File: src/rtl/lu_truth_table_scanner.sv
// Self-test sequencer for the 2-input logic unit: sweeps all op/operand
// vectors, collects the result bits into a truth table and checks it.
module lu_truth_table_scanner #(
   parameter int unsigned SETTLE   = 1,
   parameter logic [15:0] EXPECTED = 16'hE187
) (
   input  logic        clk,
   input  logic        rst,
   input  logic        start,
   input  logic        z_in,
   output logic        x_out,
   output logic        y_out,
   output logic        s1_out,
   output logic        s2_out,
   output logic        busy,
   output logic        done,
   output logic [15:0] table_out,
   output logic        err
);

   typedef enum logic {IDLE, SCAN} state_t;

   localparam logic [3:0] WLOAD = 4'(SETTLE - 1);

   state_t      state;
   logic [3:0]  idx;
   logic [3:0]  wcnt;
   logic [15:0] table_next;

   // idx is a register and is forced to 0 outside a scan, so the
   // vector outputs are registered and idle at 0.
   assign {s2_out, s1_out, x_out, y_out} = idx;

   always_comb begin
      table_next      = table_out;
      table_next[idx] = z_in;
   end

   always_ff @(posedge clk or posedge rst) begin
      if (rst) begin
         state     <= IDLE;
         idx       <= 4'd0;
         wcnt      <= 4'd0;
         busy      <= 1'b0;
         done      <= 1'b0;
         table_out <= 16'h0000;
         err       <= 1'b0;
      end else begin
         case (state)
            IDLE: begin
               done <= 1'b0;
               if (start) begin
                  state     <= SCAN;
                  busy      <= 1'b1;
                  idx       <= 4'd0;
                  table_out <= 16'h0000;
                  err       <= 1'b0;
                  wcnt      <= WLOAD;
               end
            end
            SCAN: begin
               if (wcnt != 4'd0) begin
                  wcnt <= wcnt - 4'd1;
               end else begin
                  table_out <= table_next;
                  if (idx != 4'd15) begin
                     idx  <= idx + 4'd1;
                     wcnt <= WLOAD;
                  end else begin
                     state <= IDLE;
                     busy  <= 1'b0;
                     done  <= 1'b1;
                     err   <= (table_next != EXPECTED);
                     idx   <= 4'd0;
                  end
               end
            end
            default: state <= IDLE;
         endcase
      end
   end

endmodule

File: config.mk
export PLATFORM = sky130hd
export DESIGN_NAME = lu_truth_table_scanner
export DESIGN_NICKNAME = d
export VERILOG_FILES = /design/src/rtl/lu_truth_table_scanner.sv
export SDC_FILE = /design/constraint.sdc
export NUM_CORES = 1
export LEC_CHECK = 0
export CORE_MARGIN = 2
export CORE_UTILIZATION = 48
export CTS_CLUSTER_DIAMETER = 120
export DETAILED_ROUTE_END_ITERATION = 8
export PLACE_DENSITY = 0.77
export SYNTH_ARGS = -nofsm -noshare
export SYNTH_HDL_FRONTEND = slang
export SYNTH_SLANG_ARGS = --single-unit
File: constraint.sdc
create_clock -name clk -period 1.8 [get_ports clk]
set_input_delay 0.18 -clock clk [delete_from_list [all_inputs] [get_ports clk]]
set_output_delay 0.18 -clock clk [all_outputs]
set_load 0.005 [all_outputs]
==> metrics.txt <==
GR Overflow Total=0; first-pass GRT wire length=7.27 mm; Post-synth top flop=dfrtp_1; flip-flop and latch count after synthesis=28; CTS tree=built; core area=3390 sq um; crit path from=idx[1]$_DFFE_PP0P_; DRT Pass-1 Iters=4; routed wire length=between 4 and 5 mm; CP top delay family=compound AO/OA/AOI/OAI gates; Max transition margin=0.680; Hold Crit Class=input pin to async pin; vias in the first global route=around 1500; Total Power=3.43 mW; largest net degree at the start of global routing=29; Final Max Tran Viols=0; Skew-Pair Late Insertion Delay=roughly 0.35 ns; CP required=~2 ns; all-layer global routing usage=0.227; Reg2Reg Launch Point=idx[1]$_DFFE_PP0P_; # nets final=about 270; crit path time final=between 1.5 and 2 ns; Syn. warnings=0; port buffer count=26; fin crit share=1.06; TritonCTS Buffers=3; Wirelength per Cell=~14 um; Setup Crit Path Kind=flip-flop to flip-flop; worst stage delay on the critical path=0.44 ns; Worst path slowest cell=dfrtp_1; CP Launch Type=flip-flop; Avg Cell Area, Syn=roughly 8.5 sq um; Die Height=approximately 64 um; layout cells sized above 1=0.202; worst-margin pin slew=about 0.48 ns; clock buffer depth=2; number of fill cells in the layout=~260; Worst EP arrival=roughly 2.2 ns; GP Congestion=~0.89; H-tree lvl count=1; outcome=finished with violations; P&R area growth vs syn=36.4%; hold bufs inserted after CTS=0; syn nets=~220; failing checks=setup timing; ANT nets after route=0; Root Buffer=clkbuf_4; fin area=between 2000 and 2500 sq um; row count=21; PnR worst setup slack=-0.114 ns; PwrDens=approximately 1500 nW/um^2; dpl hpwl=~3 mm; Leak=1.01 nW; asr flop ratio synth=1.00; drt drc=0; Die Area=roughly 4100 sq um; clk_skew=~0.013 ns; placed cell areas=2190 sq um; sequential-to-total area share from yosys stat=0.406; CP Cell Sequence=buf_4 > ha_4 > nand3b_1 > mux2i_1 > o2111ai_2 > a2111oi_4 > a21oi_1; Fin. Hold Viols=0; RSZ-0062 raised after global routing=yes; worst-path maximum fanout=4; Reg clk slew, reported paths=between 0.15 and 0.2 ns; IO Count=27; initial drt markers=166; Synth Instances=around 200; sinks on the clock net=28; # Max-Cap Violations=0; fin util=0.695; Starting Density=0.510; initial antenna violation count=0; vias=between 1500 and 2000; Setup WS pre-CTS=-0.0637 ns; cell area after synthesis=around 1700 sq um; routed vias/inst=5.61; Bufs and invs on worst path=1; die width=64 um; FMAX=0.523 GHz; post-synth cell types=40; EDFF count, synth=0; number of diodes=0; Setup Viol. Count Final=1; worst vdd rail ir drop=about 0.0007 V; critical path capture point type=flip-flop
==> cells in the mapped netlist (5+ instances only) <==
cell / instances / area [sq um]
nand3_1: 9 / 45.0
o21ai_0: 37 / 185
ha_1: 9 / 113
inv_1: 9 / 33.8
mux2i_1: 5 / 50.1
clkbuf_1: 5 / 18.8
nor2_1: 11 / 41.3
nand2_1: 28 / 105
a21oi_1: 16 / 80.1
dfrtp_1: 28 / 701
==> through the flow <==
stage               hold slack, ns  TNS (ns)  cells
floorplan                    0.245         0    203
global placement             0.462   -0.0414    291
detailed placement           0.465   -0.0728    291
CTS                          0.200         0    295
global route                 0.223    -0.424    299
finish                       0.178    -0.114    299
==> worst register-to-register path, delay by kind of cell (launching register included) <==
family | cells | cell delay (ns)
buffers and inverters | 1 | 0.17
adders and majority gates | 1 | 0.17
DFF | 1 | 0.44
AOI/OAI and AO/OA | 3 | 0.62
muxes | 1 | 0.30
and+or+nand+nor | 1 | 0.11
==> sequential cells by signal, indices dropped and copies added, names as in the netlist <==
register	cells
busy	1
done	1
err	1
idx	4
state	1
table_out	16
wcnt	4
==> power by group <==
group	switching, mW	internal [mW]	leakage [nW]	total, mW
Clock	0.200	0.124	0.0210	0.325
Combinational	1.03	1.07	0.626	2.10
Sequential	0.198	0.807	0.364	1.01
Total	1.43	2.00	1.01	3.43
==> area by class of cell <==
cell class                 instances  area (sq um)  share of cell area
clock buffer                       4          36.3              0.0154
sequential                        28           702               0.298
multi-input combinational        155          1030               0.435
inverter                           9          33.8              0.0143
timing repair buffer              57           500               0.212
tap                               46          57.6              0.0244
==> cell usage in the layout, fill, tap and decap left out, types with 2 or more instances in the layout <==
cell	instances
a211o_1	2
a211oi_1	2
a21oi_1	16
a31oi_1	2
and2b_1	2
buf_4	29
buf_6	2
clkbuf_4	3
clkdlybuf4s50_1	26
dfrtp_1	27
ha_1	5
ha_4	3
inv_1	8
mux2i_1	5
nand2_1	27
nand2b_1	2
nand3_1	9
nor2_1	10
nor2b_1	3
nor3_1	2
nor3b_4	2
o21ai_0	35
o2bb2ai_1	2
xnor2_1	2
==> per-layer routing <==
metal,share of wire,vias up,wire [um],global-route usage
met2,0.47,43,2010,0.357
met5,0,-,0,0
met4,0.0095,0,41,0.0652
met1,0.49,811,2110,0.325
li1,-,819,-,-
met3,0.035,4,153,0.0317
==> worst paths after layout <==
check / depth (start not counted) / slack (ns) / endpoint
worst max-delay path: 7 / -0.11 / err$_DFFE_PP0P_
worst min-delay path: 3 / 0.18 / table_out[14]$_DFFE_PP0P_
worst max register to register: 7 / -0.11 / err$_DFFE_PP0P_
worst min register to register: 2 / 0.50 / busy$_DFFE_PP0P_
max in group asynchronous: 3 / 1.32 / idx[3]$_DFFE_PP0P_
min in group clk: 2 / 0.50 / busy$_DFFE_PP0P_
==> what timing repair did <==
action                     4_1_cts  5_1_grt
setup buffers                    0        4
gates resized for setup          5       18
setup endpoints to repair        7       15
pin swaps                        0        4
==> cells by family after synthesis <==
| group | Yosys count | share of synthesized area |
|---|---|---|
| adders and majority gates | 9 | 0.0652 |
| buffers and inverters | 20 | 0.0543 |
| muxes | 5 | 0.0290 |
| AOI/OAI and AO/OA | 69 | 0.232 |
| xor gates and xnor gates | 2 | 0.0101 |
| DFF | 28 | 0.406 |
| and+or+nand+nor | 70 | 0.203 |
(Power assumes the default switching activity.)
